<file path="src/rtl/motor_cmd_deframer_pkg.sv">
// motor_cmd_deframer_pkg: frame geometry and deframer state encoding shared with the status transmitter and top level.
package motor_cmd_deframer_pkg;
    localparam int MOTOR_NUM_CH = 10;
    localparam int DIV_W = 15;
    localparam int STEP_W = 14;
    localparam int CMD_FRAME_BYTES = 5;
    localparam int GAP_TIMEOUT = 2400;
    typedef enum logic [2:0] {IDLE, B1, B2, B3, B4} cmd_state_t;
endpackage

</file>
<file path="src/rtl/motor_cmd_deframer_if.sv">
// motor_cmd_deframer_if: receiver byte stream in, per-channel command registers and status out.
interface motor_cmd_deframer_if #(
    parameter int NUM_CH = motor_cmd_deframer_pkg::MOTOR_NUM_CH,
    parameter int DIV_W = motor_cmd_deframer_pkg::DIV_W,
    parameter int STEP_W = motor_cmd_deframer_pkg::STEP_W
);
    logic [7:0] rx_data;
    logic rx_ready;
    logic [NUM_CH-1:0] ch_active;
    logic [NUM_CH*DIV_W-1:0] divider;
    logic [NUM_CH*STEP_W-1:0] steps_to_go;
    logic [NUM_CH-1:0] pending;
    logic [NUM_CH-1:0] load_strobe;
    logic frame_err;
    logic [NUM_CH-1:0] overflow;
    modport master (output rx_data, rx_ready, ch_active,
                    input divider, steps_to_go, pending, load_strobe, frame_err, overflow);
    modport slave (input rx_data, rx_ready, ch_active,
                   output divider, steps_to_go, pending, load_strobe, frame_err, overflow);
endinterface

</file>
<file path="src/rtl/motor_cmd_deframer_slot.sv">
// motor_cmd_deframer_slot: one channel's holding registers, pending/overflow flags and consume edge detect.
module motor_cmd_deframer_slot #(
    parameter int DIV_W = motor_cmd_deframer_pkg::DIV_W,
    parameter int STEP_W = motor_cmd_deframer_pkg::STEP_W
) (
    input  logic CLK,
    input  logic reset,
    input  logic commit_en,
    input  logic [DIV_W-1:0] commit_div,
    input  logic [STEP_W-1:0] commit_steps,
    input  logic active,
    output logic [DIV_W-1:0] divider,
    output logic [STEP_W-1:0] steps,
    output logic pending,
    output logic load_strobe,
    output logic overflow
);
    logic active_q, consume, accept;
    assign consume = active & ~active_q;
    // a start edge frees the slot in the same cycle, so a coincident commit is still taken
    assign accept = commit_en & (~pending | consume);
    always_ff @(posedge CLK or posedge reset) begin
        if (reset) begin
            active_q <= 1'b0;
            divider <= '0;
            steps <= '0;
            pending <= 1'b0;
            load_strobe <= 1'b0;
            overflow <= 1'b0;
        end else begin
            active_q <= active;
            load_strobe <= accept;
            pending <= accept ? 1'b1 : consume ? 1'b0 : pending;
            overflow <= overflow | (commit_en & ~accept);
            if (accept) begin
                divider <= commit_div;
                steps <= commit_steps;
            end
        end
    end
endmodule

</file>
<file path="src/rtl/motor_cmd_deframer.sv">
// motor_cmd_deframer: assembles 5-byte command frames from the UART byte stream and routes them to per-channel slots.
module motor_cmd_deframer import motor_cmd_deframer_pkg::*; #(
    parameter int NUM_CH = motor_cmd_deframer_pkg::MOTOR_NUM_CH,
    parameter int DIV_W = motor_cmd_deframer_pkg::DIV_W,
    parameter int STEP_W = motor_cmd_deframer_pkg::STEP_W,
    parameter int GAP_TIMEOUT = motor_cmd_deframer_pkg::GAP_TIMEOUT
) (
    input logic CLK,
    input logic reset,
    motor_cmd_deframer_if.slave bus
);
    localparam int FW = DIV_W + STEP_W;
    localparam int GW = $clog2(GAP_TIMEOUT + 1);
    cmd_state_t state;
    logic rx_q, byte_pe, bad, commit_en, err;
    logic [3:0] ch;
    logic [23:0] word;
    logic [FW-1:0] commit_w;
    logic [GW-1:0] gap;
    logic [NUM_CH*DIV_W-1:0] div_v;
    logic [NUM_CH*STEP_W-1:0] steps_v;
    logic [NUM_CH-1:0] pend_v, ls_v, ovf_v;
    assign byte_pe = bus.rx_ready & ~rx_q;
    always_ff @(posedge CLK or posedge reset) begin
        if (reset) begin
            state <= IDLE;
            rx_q <= 1'b0;
            ch <= '0;
            bad <= 1'b0;
            word <= '0;
            commit_w <= '0;
            commit_en <= 1'b0;
            gap <= '0;
            err <= 1'b0;
        end else begin
            rx_q <= bus.rx_ready;
            err <= 1'b0;
            commit_en <= 1'b0;
            gap <= (state == IDLE || byte_pe) ? '0 : gap + GW'(1);
            if (byte_pe) begin
                case (state)
                    IDLE: begin
                        ch <= bus.rx_data[3:0];
                        bad <= bus.rx_data >= 8'(NUM_CH);
                        err <= bus.rx_data >= 8'(NUM_CH);
                        state <= B1;
                    end
                    B1: begin word <= {bus.rx_data, word[23:8]}; state <= B2; end
                    B2: begin word <= {bus.rx_data, word[23:8]}; state <= B3; end
                    B3: begin word <= {bus.rx_data, word[23:8]}; state <= B4; end
                    default: begin
                        commit_en <= ~bad;
                        commit_w <= FW'({bus.rx_data, word});
                        state <= IDLE;
                    end
                endcase
            end else if (state != IDLE && gap == GW'(GAP_TIMEOUT)) begin
                err <= 1'b1;
                word <= '0;
                state <= IDLE;
            end
        end
    end
    for (genvar i = 0; i < NUM_CH; i++) begin : g_slot
        motor_cmd_deframer_slot #(.DIV_W(DIV_W), .STEP_W(STEP_W)) u_slot (
            .CLK(CLK),
            .reset(reset),
            .commit_en(commit_en && ch == 4'(i)),
            .commit_div(commit_w[DIV_W-1:0]),
            .commit_steps(commit_w[FW-1:DIV_W]),
            .active(bus.ch_active[i]),
            .divider(div_v[i*DIV_W +: DIV_W]),
            .steps(steps_v[i*STEP_W +: STEP_W]),
            .pending(pend_v[i]),
            .load_strobe(ls_v[i]),
            .overflow(ovf_v[i])
        );
    end
    assign bus.divider = div_v;
    assign bus.steps_to_go = steps_v;
    assign bus.pending = pend_v;
    assign bus.load_strobe = ls_v;
    assign bus.overflow = ovf_v;
    assign bus.frame_err = err;
endmodule

</file>
<file path="src/flat_wrapper.sv">
// flat-port wrapper written by rule: the top's interface ports become plain ports
module motor_cmd_deframer_flat import motor_cmd_deframer_pkg::*;
#(
    parameter int NUM_CH = motor_cmd_deframer_pkg::MOTOR_NUM_CH,
    parameter int DIV_W = motor_cmd_deframer_pkg::DIV_W,
    parameter int STEP_W = motor_cmd_deframer_pkg::STEP_W,
    parameter int GAP_TIMEOUT = motor_cmd_deframer_pkg::GAP_TIMEOUT
)
  (CLK, reset, bus_rx_data, bus_rx_ready, bus_ch_active, bus_divider, bus_steps_to_go, bus_pending, bus_load_strobe, bus_frame_err, bus_overflow);
  motor_cmd_deframer_if #(.NUM_CH(NUM_CH), .DIV_W(DIV_W), .STEP_W(STEP_W)) bus_i ();
  input logic CLK;
  input logic reset;
  input wire logic [$bits(bus_i.rx_data)-1:0] bus_rx_data;
  input wire logic [$bits(bus_i.rx_ready)-1:0] bus_rx_ready;
  input wire logic [$bits(bus_i.ch_active)-1:0] bus_ch_active;
  output wire logic [$bits(bus_i.divider)-1:0] bus_divider;
  output wire logic [$bits(bus_i.steps_to_go)-1:0] bus_steps_to_go;
  output wire logic [$bits(bus_i.pending)-1:0] bus_pending;
  output wire logic [$bits(bus_i.load_strobe)-1:0] bus_load_strobe;
  output wire logic [$bits(bus_i.frame_err)-1:0] bus_frame_err;
  output wire logic [$bits(bus_i.overflow)-1:0] bus_overflow;
  assign bus_i.rx_data = bus_rx_data;
  assign bus_i.rx_ready = bus_rx_ready;
  assign bus_i.ch_active = bus_ch_active;
  assign bus_divider = bus_i.divider;
  assign bus_steps_to_go = bus_i.steps_to_go;
  assign bus_pending = bus_i.pending;
  assign bus_load_strobe = bus_i.load_strobe;
  assign bus_frame_err = bus_i.frame_err;
  assign bus_overflow = bus_i.overflow;
  motor_cmd_deframer #(.NUM_CH(NUM_CH), .DIV_W(DIV_W), .STEP_W(STEP_W), .GAP_TIMEOUT(GAP_TIMEOUT)) u_core (.CLK(CLK), .reset(reset), .bus(bus_i));
endmodule
</file>
<file path="config.mk">
export PLATFORM = sky130hd
export DESIGN_NAME = motor_cmd_deframer_flat
export DESIGN_NICKNAME = d
export VERILOG_FILES = /design/src/rtl/motor_cmd_deframer_pkg.sv /design/src/rtl/motor_cmd_deframer_if.sv /design/src/rtl/motor_cmd_deframer_slot.sv /design/src/rtl/motor_cmd_deframer.sv /design/src/flat_wrapper.sv
export SDC_FILE = /design/constraint.sdc
export NUM_CORES = 1
export LEC_CHECK = 0
export CORE_MARGIN = 5
export CORE_UTILIZATION = 54
export DETAILED_ROUTE_END_ITERATION = 12
export PLACE_DENSITY = 0.85
export REMOVE_ABC_BUFFERS = 1
export SETUP_SLACK_MARGIN = 0.05
export SLEW_MARGIN = 20
export SYNTH_ARGS = -nofsm -noshare
export SYNTH_HDL_FRONTEND = slang
export SYNTH_SLANG_ARGS = --single-unit
</file>
<file path="constraint.sdc">
create_clock -name CLK -period 23.8 [get_ports CLK]
set_input_delay 2.38 -clock CLK [delete_from_list [all_inputs] [get_ports CLK]]
set_output_delay 2.38 -clock CLK [all_outputs]
set_load 0.05 [all_outputs]
</file>
==> results by group, run 1 <==
Global route
  – M1 GR Usage: 30.58%
  – GRT met3 Usage: 6.407%
  – Number of global-route vias before repair: between 10000 and 15000
  – Antenna violations before repair: 1
  – GRT Total Usage: 24.50%
  – Most Crowded Layer GR: met2
  – GR Overflow Total: 0
  – Largest net degree at the start of global routing: 178
  – GR Util met2: 42.84%
  – First-pass GRT wire length: roughly 63 mm

Logic synthesis
  – Largest cells by area after synthesis: dfrtp_1 65%, mux2_2 23%, buf_4 2.6%
  – Leading area contributor after synthesis: dfrtp_1
  – Most frequent cells after synthesis: 406 x dfrtp_1, 313 x mux2_2, 71 x nand2_1
  – Commonest register cell after synthesis: dfrtp_1
  – Netlist Area Pre-Place: between 0.015 and 0.02 sq mm
  – Synth top area share: 65.42%
  – Total number of yosys warnings: 0
  – Mapped Cells: 1038
  – Most numerous cell in the Yosys netlist: dfrtp_1
  – Number of synthesized flops with an enable pin: 0
  – Avg Inst Size Synth: 14.96 sq um
  – Post-synthesis sequential area ratio: ~65%
  – Async S/R FF share, synth: 100.0%
  – Count of distinct cell types in the synthesized netlist: 38
  – #FFs+latches synth: just over 400

Place
  – Port bufs: 341
  – DP Worst Slack: 18180 ps
  – HPWL after detailed placement: 26.00 mm
  – RD Place Congestion: approximately 0.77

Cells and area
  – Area Overhead vs Synth: 31.48%
  – Nets: roughly 1400
  – Ratio of cells with drive above 1 in the final layout: 29.87%

Power and ir drop
  – Switching Fraction: between 30% and 40%
  – Pwr/cell area: 90.99 mW/mm^2
  – Total Power: 1.858 mW
  – Clock power frac: approximately 36%
  – Sequential share of power: 47.3%
  – Internal Power: 1.295 mW
  – Sw Pwr: 563.5 uW
  – Comb power frac: around 17%
  – Peak VDD IR: around 0.066 mV
  – Pleak: roughly 9.8 nW

Route
  – Drt wl/cell: 22.86 um
  – TritonRoute pass-1 iters: 4
  – Routed via count: 9531
  – Iter 0 DRT Violations: 494
  – Detailed Route WL: 40.03 mm
  – Final antenna-violating net count: 0
  – DRC viols: 0
  – DR vias/cell: 5.443

Critical path
  – Largest fanout on the critical path: between 150 and 200
  – Crit start category: input port
  – Critical Path AT: about 5100 ps
  – CP Class: in2async
  – Worst path max stage delay: roughly 700 ps
  – Slowest cell on crit path: buf_6
  – CP required: 24350 ps
  – CP endpoint kind: async pin
  – Worst-path cell chain: clkdlybuf4s50_1 > inv_8 > buf_12 > buf_6
  – Worst path bufs/invs: 4
  – Top Family by Delay on Critical Path: buffers and inverters

Floorplanning
  – Die Area: 0.03225 sq mm
  – Die H: 179.6 um
  – Starting Density: 54.40%
  – Io pins: about 340
  – Die Width: between 150 and 200 um
  – Num rows: 62
  – CORE AREA: 0.02855 sq mm

STA
  – Slew @ Worst Pin: 1016 ps
  – Min Tclk post-route: 4547 ps
  – Max_slew headroom: 32.24%
  – Final setup viols: 0
  – TNS Setup: 0 ps
  – Unrepaired setup endpoints after global routing: false
  – Final WS setup: slightly below 20000 ps
  – Final Hold Violating Endpoints: 0
  – Fmax achieved: 0.2200 GHz
  – Pins Over Slew Limit: 0
  – Final Cycle Share: 19.10%
  – Setup Skew: 13.05 ps

Clock tree
  – Clock Pin Slew Worst Setup and Hold Paths: 60 ps
  – TritonCTS clock tree: done
  – Clock sinks: about 410
  – Post-cts hold buffer count: 0
  – CTS Root Cell: clkbuf_16
  – Post-CTS Repair Setup Buffers: 0
  – H-Tree Level Count: 2
  – CTS Buf Count: 41
  – Worst-Skew Late Latency: 530 ps
  – Clock buffer depth: 3
  – Post-CTS Resized: 0

Worst hold path
  – Worst hold path type: reg2reg

Outcome
  – Status: completed

Run
  – Maxcap violations: 0
flip-flops by register name, summed over array words and instances, names as in the netlist, 3 cells and up:
register and flops:
u_core.g_slot.u_slot.load_strobe 10, u_core.word 24, u_core.gap 12, u_core.commit_w 29
u_core.g_slot.u_slot.steps 140, u_core.state 3, u_core.g_slot.u_slot.active_q 10, u_core.g_slot.u_slot.pending 10
u_core.g_slot.u_slot.overflow 10, u_core.g_slot.u_slot.divider 150, u_core.ch 4
placed cells by master (no fill, tap or decap), drive strengths merged, types with 2 or more instances in the layout:
cell	instances
ha	2
clkdlybuf4s50	341
o21bai	10
nor2b	11
nor3	6
or2	2
clkinvlp	2
clkinv	8
xor2	2
bufinv	5
and2b	2
nor2	15
clkbuf	59
mux2	324
and3b	2
nor4	3
nand2	71
dfrtp	406
inv	18
a21o	2
xnor2	7
nand4	2
a21oi	2
o21ai	37
or3	2
nand3	6
nor3b	2
buf	11
power groups by stage:
stage | clock [mW] | combinational [mW] | sequential (mW)
finish | 0.672 | 0.307 | 0.880
global route | 0.715 | 0.325 | 0.892
CTS | 0.681 | 0.310 | 0.877
detailed placement | 0 | 0.307 | 0.887
global placement | 0 | 0.300 | 0.882
floorplan | 0 | 0.0966 | 0.960
path summary, 6_finish.rpt:
kind / start / end / slack (ps) / cells past startpoint
max: reset / u_core.g_slot[1].u_slot.divider[11] / 19250 / 4
min: u_core.bad / u_core.commit_en / 440 / 1
max reg2reg: u_core.ch[3] / u_core.g_slot[5].u_slot.steps[5] / 21340 / 5
min reg2reg: u_core.bad / u_core.commit_en / 440 / 1
max in group CLK: bus_ch_active[5] / u_core.g_slot[5].u_slot.steps[5] / 19350 / 6
min in group asynchronous: reset / u_core.g_slot[0].u_slot.steps[8] / 2460 / 2
final cells by class:
| class | count | area, sq um |
|---|---|---|
| timing repair buffer | 352 | 3545 |
| tap | 384 | 480.5 |
| clock buffer | 59 | 1206 |
| clock inverter | 16 | 217.7 |
| antenna | 1 | 2.502 |
| multi-input combinational | 516 | 4738 |
| fill | 1902 | 8127 |
| sequential | 406 | 10160 |
| inverter | 17 | 71.32 |
per-stage QoR:
stage | hold slack (ps) | utilization, % | cell area (sq um) | cells
after floorplan | 404.0 | - | 14890 | 939
after global placement | 416.4 | 66.33 | 18940 | 1673
after detailed placement | 440.9 | 66.50 | 18980 | 1675
after CTS | 441.9 | 71.48 | 20410 | 1750
after global routing | 450.3 | 71.53 | 20420 | 1751
final | 435.1 | 71.53 | 20420 | 1751
layer usage:
| metal | wire length, um | share of wire [%] | vias up |
|---|---|---|---|
| met5 | 0 | 0 | - |
| met4 | 1103 | 2.8 | 0 |
| met3 | 2649 | 6.6 | 82 |
| met2 | 20500 | 51 | 354 |
| met1 | 15780 | 39 | 4984 |
| li1 | - | - | 4111 |
logic make-up after synthesis:
| family | after synthesis | synth area share [%] |
|---|---|---|
| adders and majority gates | 2 | 0.1611 |
| DFF | 406 | 65.42 |
| muxes | 324 | 23.49 |
| AOI/OAI and AO/OA | 53 | 1.942 |
| buffers and inverters | 116 | 4.536 |
| xor gates and xnor gates | 9 | 0.5076 |
| and+or+nand+nor | 128 | 3.947 |
(Power assumes the default switching activity.)
==> run 2, diff against run 1 <==
Settings changed: CORE_UTILIZATION 54 to 46, PLACE_DENSITY 0.85 to 0.77.
Clock period 23.8 ns to 4 ns, I/O delays scaled along.
==> results by group, run 2 (synthesis gave the netlist of run 1 again) <==
Route
  – TritonRoute pass-1 iters: 4
  – Final antenna-violating net count: 0
  – Detailed Route WL: 39.16 mm
  – Routed via count: 9274
  – Drt wl/cell: approximately 22 um
  – DRC viols: 0
  – DR vias/cell: 5.098
  – Iter 0 DRT Violations: 349

Cells and area
  – Largest Register: u_core.g_slot.u_slot.divider
  – Area of the multi-input gates: 0.004738 sq mm
  – Nets: 1360
  – Largest regs: u_core.g_slot.u_slot.divider: 150 flops, u_core.g_slot.u_slot.steps: 140 flops, u_core.commit_w: 29 flops
  – Reg area: 0.01016 sq mm
  – Area Overhead vs Synth: 33.46%
  – Max reg flops: 150
  – Ratio of cells with drive above 1 in the final layout: 30.29%
  – Most frequent cells in the layout: 406 x dfrtp_1, 341 x clkdlybuf4s50_1, 313 x mux2_2
  – Most common cell after layout, fill and taps aside: dfrtp_1
  – Filler Cells Inserted: 2496
  – Post-Layout Cell Count: 1819

Critical path
  – Worst-path cell chain: nor3b_2 > nand2_1 > and2b_2 > mux2_2
  – Top Family by Delay on Critical Path: simple AND/OR/NAND/NOR gates
  – Worst r2r src: u_core.ch[2]
  – Register-to-register setup slack: 1590 ps
  – Worst path max stage delay: 960 ps
  – Critical Path AT: roughly 2800 ps
  – Crit start category: flip-flop
  – CP endpoint kind: flip-flop
  – CP Class: reg2reg
  – Worst R2R Path Depth: 4
  – CP required: 4400 ps
  – CP startpoint: u_core.ch[2]
  – Largest fanout on the critical path: 30
  – RR Endpoint: u_core.g_slot[0].u_slot.divider[5]
  – Slowest cell on crit path: and2b_2
  – Worst path bufs/invs: 0

Place
  – DP Cell Count: about 1700
  – RD Place Congestion: 0.7814
  – HPWL after detailed placement: between 20 and 30 mm
  – Port bufs: 341

STA
  – Setup Skew: 12.50 ps
  – Unrepaired setup endpoints after global routing: false
  – Max_slew headroom: 27.84%
  – Final Hold Violating Endpoints: 0
  – Final hold slack: 338.2 ps
  – Slew @ Worst Pin: 1082 ps
  – Final Cycle Share: 60.21%
  – Final setup viols: 0
  – Fmax achieved: between 0.4 and 0.5 GHz
  – Min Tclk post-route: 2408 ps
  – Pins Over Slew Limit: 0

Clock tree
  – CTS Root Cell: clkbuf_16
  – Post-CTS Repair Setup Buffers: 0
  – Clock buffer depth: 3
  – Post-cts hold buffer count: 0
  – TritonCTS clock tree: done
  – Clock sinks: between 400 and 500
  – Worst-Skew Late Latency: 530 ps
  – Post-CTS Resized: 0
  – Clock Pin Slew Worst Setup and Hold Paths: 60 ps
  – H-Tree Level Count: 2
  – CTS Buf Count: 43

Global route
  – GRT Total Usage: between 20% and 30%
  – First-pass GRT wire length: approximately 60 mm
  – Largest net degree at the start of global routing: between 100 and 150
  – Number of global-route vias before repair: ~10000
  – GR Overflow Total: 0
  – Antenna violations before repair: 1

Floorplanning
  – CORE AREA: between 0.03 and 0.04 sq mm
  – Num rows: between 60 and 70
  – Starting Density: 46.43%
  – Die Width: about 190 um
  – Die Area: 0.03754 sq mm
  – Die H: 193.8 um
  – Io pins: between 300 and 400

Run
  – Maxcap violations: 0

Power and ir drop
  – Pwr/cell area: roughly 550 mW/mm^2
  – Peak VDD IR: 0.3651 mV
  – Pleak: 9.863 nW

Worst hold path
  – Worst hold path type: in2async

Outcome
  – Status: completed
==> run 2: cell type report <==
cell class              count  area share (%)
flip-flops and latches    406           49.02
multi-input cells         516           22.86
repair buffers            353           17.36
clock buffers              63           6.338
well taps                 448           2.704
clock inverters            15           1.364
inverters                  17          0.3441
diodes                      1         0.01207
==> run 2: worst reg2reg max path: cells and delay by family (launching register included) <==
kind          cells  cell delay, ps
simple gates      3            1440
mux               1             450
flops             1             400
==> run 2: layer usage <==
layer  track usage, %  wire length [um]  vias to the layer above
li1                 -                 -                     4124
met1            27.46             16550                     4825
met2            33.94             19240                      267
met3            5.213              2457                       58
met4            5.298               909                        0
met5                0                 0                        -
==> run 2: power breakdown <==
group / internal, mW / switching, mW / total, mW
Sequential: 4.58 / 0.666 / 5.24
Clock: 2.79 / 1.60 / 4.39
Combinational: 0.700 / 1.12 / 1.82
==> run 2: worst max-delay path by stage <==
| stage | endpoint | slack (ps) | cells after the start |
|---|---|---|---|
| 6_report | u_core.g_slot[0].u_slot.divider[5] | 1590 | 4 |
| 3_5_place_dp | u_core.g_slot[3].u_slot.divider[3] | 1210 | 5 |
| 3_3_place_gp | u_core.g_slot[3].u_slot.divider[0] | 1290 | 5 |
| 5_1_grt | u_core.g_slot[0].u_slot.divider[5] | 1470 | 4 |
| 2_1_floorplan | u_core.bad | -7690 | 1 |
| 4_1_cts | u_core.g_slot[3].u_slot.divider[10] | 1530 | 4 |
==> run 2: per-stage QoR <==
step                util (%)  total power [mW]  area (sq um)  worst slack (ps)  setup TNS [ps]
floorplan                  -             6.288         14890             -7695        -3123980
detailed placement     57.08             7.142         19090              1209               0
global route           61.97             11.93         20730              1469               0
global placement       57.08             7.096         19090              1285               0
CTS                    61.86             11.57         20690              1528               0
finish                 61.97             11.45         20730              1592               0
